===== config.mk =====
export PLATFORM = sky130hd
export DESIGN_NAME = stebus_decode
export DESIGN_NICKNAME = d
export VERILOG_FILES = /design/src/rtl/stebus_pkg.sv /design/src/rtl/stebus_sync.sv /design/src/rtl/stebus_decode.sv
export SDC_FILE = /design/constraint.sdc
export NUM_CORES = 1
export LEC_CHECK = 0
export BUFFER_PORTS_ARGS = -buffer_cell sky130_fd_sc_hd__buf_2
export CAP_MARGIN = 20
export CORE_ASPECT_RATIO = 1.1
export CORE_MARGIN = 1
export CORE_UTILIZATION = 49
export DETAILED_ROUTE_END_ITERATION = 10
export PLACE_DENSITY_LB_ADDON = 0.05
export SKIP_LAST_GASP = 1
export SLEW_MARGIN = 10
export SYNTH_ARGS = -nofsm -noshare
export SYNTH_HDL_FRONTEND = slang
export SYNTH_SLANG_ARGS = --single-unit
export TNS_END_PERCENT = 1

===== constraint.sdc =====
create_clock -name clk -period 1.9 [get_ports clk]
set_input_delay 0.095 -clock clk [delete_from_list [all_inputs] [get_ports clk]]
set_output_delay 0.095 -clock clk [all_outputs]
set_load 0.1 [all_outputs]

===== src/rtl/stebus_pkg.sv =====
// Shared encodings for the STEbus slave front end: command modifiers, FSM states, bus widths.
package stebus_pkg;

    localparam int unsigned DATA_W = 8;
    localparam int unsigned ADDR_W = 12;

    localparam logic [1:0] CM_IO   = 2'b01;
    localparam logic       CM_READ = 1'b1;

    typedef enum logic [1:0] {
        IDLE   = 2'd0,
        STROBE = 2'd1,
        HOLD   = 2'd2
    } state_t;

    // Decoded command modifier: only I/O cycles are ever candidates for a match.
    typedef struct packed {
        logic io;
        logic read;
    } bus_cmd_t;

    function automatic bus_cmd_t decode_cm(input logic [2:0] cm);
        bus_cmd_t cmd;
        cmd.io   = (cm[2:1] == CM_IO);
        cmd.read = (cm[0] == CM_READ);
        return cmd;
    endfunction

endpackage


===== src/rtl/stebus_sync.sv =====
// Flop-chain synchroniser for an asynchronous active-low strobe; resets to the inactive level.
module stebus_sync #(
    parameter int unsigned SYNC_STAGES = 2
) (
    input  logic clk,
    input  logic rst,
    input  logic d,
    output logic q
);

    logic [SYNC_STAGES-1:0] chain;

    always_ff @(posedge clk) begin
        if (rst) begin
            chain <= '1;
        end else begin
            chain <= {chain[SYNC_STAGES-2:0], d};
        end
    end

    assign q = chain[SYNC_STAGES-1];

endmodule


===== src/rtl/stebus_decode.sv =====
// STEbus slave front end: synchronises strobes, decodes the I/O window, issues one-cycle
// register strobes and drives the active-low select and read data for the DATACK stage.
module stebus_decode
    import stebus_pkg::*;
#(
    parameter logic [11:0]  BASE_ADDR   = 12'h0C0,
    parameter int unsigned  REG_BITS    = 3,
    parameter int unsigned  SYNC_STAGES = 2
) (
    input  logic                clk,
    input  logic                rst,
    input  logic                adrstb_n,
    input  logic                datstb_n,
    input  logic [2:0]          cm,
    input  logic [ADDR_W-1:0]   addr,
    input  logic [DATA_W-1:0]   data_in,
    output logic [DATA_W-1:0]   data_out,
    output logic                data_oe,
    output logic                cs,
    output logic [REG_BITS-1:0] reg_addr,
    output logic [DATA_W-1:0]   reg_wdata,
    output logic                reg_wr,
    output logic                reg_rd,
    input  logic [DATA_W-1:0]   reg_rdata
);

    localparam int unsigned CNT_W = $clog2(SYNC_STAGES + 1);

    logic       adrstb_s;
    logic       datstb_s;
    logic       armed;
    logic       settled;
    logic [CNT_W-1:0] fill_cnt;
    bus_cmd_t   cmd;
    logic       hit;

    state_t                state, state_nx;
    logic                  cs_nx;
    logic                  data_oe_nx;
    logic [DATA_W-1:0]     data_out_nx;
    logic                  reg_wr_nx;
    logic                  reg_rd_nx;
    logic [REG_BITS-1:0]   reg_addr_nx;
    logic [DATA_W-1:0]     reg_wdata_nx;

    stebus_sync #(.SYNC_STAGES(SYNC_STAGES)) u_sync_adr (
        .clk (clk),
        .rst (rst),
        .d   (adrstb_n),
        .q   (adrstb_s)
    );

    stebus_sync #(.SYNC_STAGES(SYNC_STAGES)) u_sync_dat (
        .clk (clk),
        .rst (rst),
        .d   (datstb_n),
        .q   (datstb_s)
    );

    assign cmd = decode_cm(cm);
    assign hit = cmd.io && (addr[ADDR_W-1:REG_BITS] == BASE_ADDR[ADDR_W-1:REG_BITS]);

    // The synchroniser output is its reset value until refilled, so only a genuinely
    // sampled high DATSTB* may arm the decoder after reset.
    assign settled = (fill_cnt == CNT_W'(SYNC_STAGES));

    always_ff @(posedge clk) begin
        if (rst) begin
            fill_cnt <= '0;
            armed    <= 1'b0;
        end else begin
            if (!settled) begin
                fill_cnt <= fill_cnt + CNT_W'(1);
            end
            if (settled && datstb_s) begin
                armed <= 1'b1;
            end
        end
    end

    // State and output registers.
    always_ff @(posedge clk) begin
        if (rst) begin
            state     <= IDLE;
            cs        <= 1'b1;
            data_oe   <= 1'b0;
            data_out  <= '0;
            reg_wr    <= 1'b0;
            reg_rd    <= 1'b0;
            reg_addr  <= '0;
            reg_wdata <= '0;
        end else begin
            state     <= state_nx;
            cs        <= cs_nx;
            data_oe   <= data_oe_nx;
            data_out  <= data_out_nx;
            reg_wr    <= reg_wr_nx;
            reg_rd    <= reg_rd_nx;
            reg_addr  <= reg_addr_nx;
            reg_wdata <= reg_wdata_nx;
        end
    end

    // Next-state and next-output decode; reg_rd still marks a read while in STROBE.
    always_comb begin
        state_nx     = state;
        cs_nx        = cs;
        data_oe_nx   = data_oe;
        data_out_nx  = data_out;
        reg_wr_nx    = reg_wr;
        reg_rd_nx    = reg_rd;
        reg_addr_nx  = reg_addr;
        reg_wdata_nx = reg_wdata;

        case (state)
            IDLE: begin
                if (armed && !adrstb_s && !datstb_s && hit) begin
                    reg_addr_nx = addr[REG_BITS-1:0];
                    if (cmd.read) begin
                        reg_rd_nx = 1'b1;
                    end else begin
                        reg_wdata_nx = data_in;
                        reg_wr_nx    = 1'b1;
                    end
                    state_nx = STROBE;
                end
            end
            STROBE: begin
                reg_wr_nx = 1'b0;
                reg_rd_nx = 1'b0;
                cs_nx     = 1'b0;
                if (reg_rd) begin
                    data_out_nx = reg_rdata;
                    data_oe_nx  = 1'b1;
                end
                state_nx = HOLD;
            end
            HOLD: begin
                if (datstb_s) begin
                    cs_nx      = 1'b1;
                    data_oe_nx = 1'b0;
                    state_nx   = IDLE;
                end
            end
            default: begin
                state_nx = IDLE;
            end
        endcase
    end

endmodule


==> results.txt <==
Max-slew violations -> 0
DRT Pass-1 Iters -> 4
Levels on crit path -> 4
Largest net degree at the start of global routing -> 33
DP Area -> 1548 um^2
DRT iter0 DRCs -> 21
Grt ovf -> 0
Min Clock Period, post-route -> 1629 ps
GP Congestion -> 0.7647
Post-synthesis cell count -> 138
Outcome -> complete, no violations
Num CTS Buffers -> 5
Drt drc -> 0
CP peak stage delay -> 420 ps
Maximum clock insertion buffer count -> 2
Pwr/cell area -> 769.6 nW/um^2
CTS tree -> built
Layout Utilization -> 69.87%
Crit path launch type -> flip-flop
Post-synthesis sequential area ratio -> 50.69%
Die area -> 2786 um^2
Max FO, Critical Path -> 13
Vias in the first global route -> 1070
Family with the most delay on the worst path -> simple AND/OR/NAND/NOR gates
HP Start -> addr[1]
Commonest non-fill, non-tap cell in the layout -> buf_2
Cells after DPL -> 218
Reg-to-Reg Start -> state[1]
Worst EP required -> 2100 ps
Crit-path cells -> and4bb_1, nand4_1, o21ai_0, a21oi_1
Peak Freq -> 0.6138 GHz
Detailed Place HPWL -> 2.004 mm
Clock-pin slew on the worst setup and hold paths -> 90 ps
Unrepaired setup endpoints after global routing -> no
Root Buffer -> clkbuf_4
Crit path DAT -> 1830 ps
Syn_area_per_cell -> 9.157 um^2
Endpoint, Worst Hold -> reg_addr[1]
Max-Cap Viols -> 0
Yosys Warn Count -> 0
Post-Syn Area -> 1264 um^2
Vias per cell -> 5.188
WP buf/inv -> 0
Clk sinks -> 32
WHS Path Cells -> 3
Slew @ Worst Pin -> 552.1 ps
Reg2reg end -> reg_wdata[3]
Post-DRT Antenna Nets -> 0
Worst vdd ir -> 620.6 uV
Routed WL per cell -> 12.47 um
Slowest cell on crit path -> nand4_1
WS Path Type -> flip-flop to flip-flop
Cts repair resizes -> 0
Via count -> 1188
Rows -> 18
Die W -> 50.42 um
Clock latency on the worst-skew pair -> 320 ps
Antenna violations before repair -> 0
First-pass GRT wire length -> 4.602 mm
Synth Register Bits -> 32
Hold Violations, Final -> 0
Leak Pwr -> 0.7189 nW
Finished Cell Area -> 1637 um^2
Unique masters post-synth -> 30
Most frequent cells in the layout -> buf_2 (57), dfxtp_1 (32), a21oi_1 (24), nand2_1 (13), nand3_1 (11)
Relative slew slack -> 63.20%
Vert. Die Dim -> 55.26 um
Post-Layout Cell Count -> 229
Total GRT Usage -> 22.08%
Final #Nets -> 234
CTS HTree Levels -> 2
Final setup viols -> 0
Tot Pwr -> 0.001260 W
Area delta synth->final -> 29.50%
Setup_tns -> 0 ps
Fin crit share -> 85.74%
Reg2Reg Depth -> 4
Port bufs -> 57
Hold WC Path Type -> primary input to flip-flop
Ports -> 58
CP Capture Type -> flip-flop
Syn Nets -> 174
Worst Skew -> 7.644 ps
Routed WL -> 2.855 mm
Effective utilization at floorplan -> 53.95%
Worst reg-to-reg setup slack -> 270 ps
N_diodes -> 0
Ratio of cells with drive above 1 in the final layout -> 36.68%
Core area -> 2342 um^2
state kept, by name (all words and copies together) (netlist names):
signal	count
data_out	8
cs	1
u_sync_dat.chain	2
reg_wdata	8
reg_wr	1
reg_addr	3
u_sync_adr.chain	2
reg_rd	1
data_oe	1
fill_cnt	2
state	2
armed	1
Yosys cell counts (all sizes together):
library cell  instances  area [um^2]
nand3                11        55.05
nor2                 10        40.04
nand2b                1        6.260
nand4                 1        6.260
nor3                  2        10.01
nor2b                 1        6.260
or2                   4        25.02
and2                  1        6.260
dfxtp                32        640.6
and3                  1        11.26
clkbuf                4        15.01
o21ai                 8        40.03
nand2                13        48.80
a2bb2oi               1        8.760
a221o                 1        10.01
nor4                  1        6.260
buf                   5        38.77
nand4b                8        70.07
nor4b                 2        47.55
inv                   3        11.26
xor2                  1        8.760
a21oi                24        120.1
ha                    1        12.51
and4bb                1        12.51
a31oi                 1        6.260
cells by family after synthesis:
family,synth area share [%]
AO/OA/AOI/OAI,14.65
XOR/XNOR,0.6932
adder cells (fa/ha/maj),0.9899
buffers and inverters,5.147
flip-flops,50.69
AND/OR/NAND/NOR,27.82
per-stage QoR:
stage | hold WS, ps | setup slack, ps
3_3_place_gp | 276.0 | 336.8
4_1_cts | 6.195 | 254.6
3_5_place_dp | 281.6 | 262.2
6_report | 17.67 | 270.9
2_1_floorplan | 198.8 | 205.3
5_1_grt | 3.090 | 111.4
worst max path at each step:
stage | start | to | slack, ps
final | state[1] | reg_wdata[3] | 270
after floorplan | reg_rd | data_oe | 210
after global placement | u_sync_dat.chain[1] | reg_wdata[7] | 340
after CTS | state[1] | reg_wdata[4] | 250
after global routing | state[0] | reg_wdata[4] | 110
after detailed placement | u_sync_dat.chain[1] | reg_wdata[4] | 260
worst reg2reg max path: stages (launching register included):
cell      delay (ps)
dfxtp_1          360
and4bb_1         320
nand4_1          420
o21ai_0          330
a21oi_1           90
routing by layer:
metal / vias up / share of wire, % / track usage, %
li1: 606 / - / -
met1: 540 / 42 / 24.22
met2: 36 / 51 / 37.52
met3: 6 / 5.6 / 9.091
met4: 0 / 1.5 / 7.937
met5: - / 0 / 0
report_power, final:
part           switching [W]  internal, W  leakage [nW]
combinational      0.0000734    0.0000758         0.427
sequential         0.0000159     0.000702         0.259
clock               0.000210     0.000182        0.0326
total               0.000300     0.000960         0.719
cell type report:
type | instances | area [um^2]
clock buffer | 8 | 58.81
fill | 209 | 705.7
inverter | 3 | 11.26
multi-input combinational | 94 | 558.0
sequential | 32 | 640.6
tap | 30 | 37.54
timing repair buffer | 62 | 330.3
what timing repair did:
action	in CTS	in global routing
setup endpoints to repair	0	0
buffers inserted	0	0
hold buffers	2	1
endpoints found under the hold margin	2	1
(Power assumes the default switching activity.)
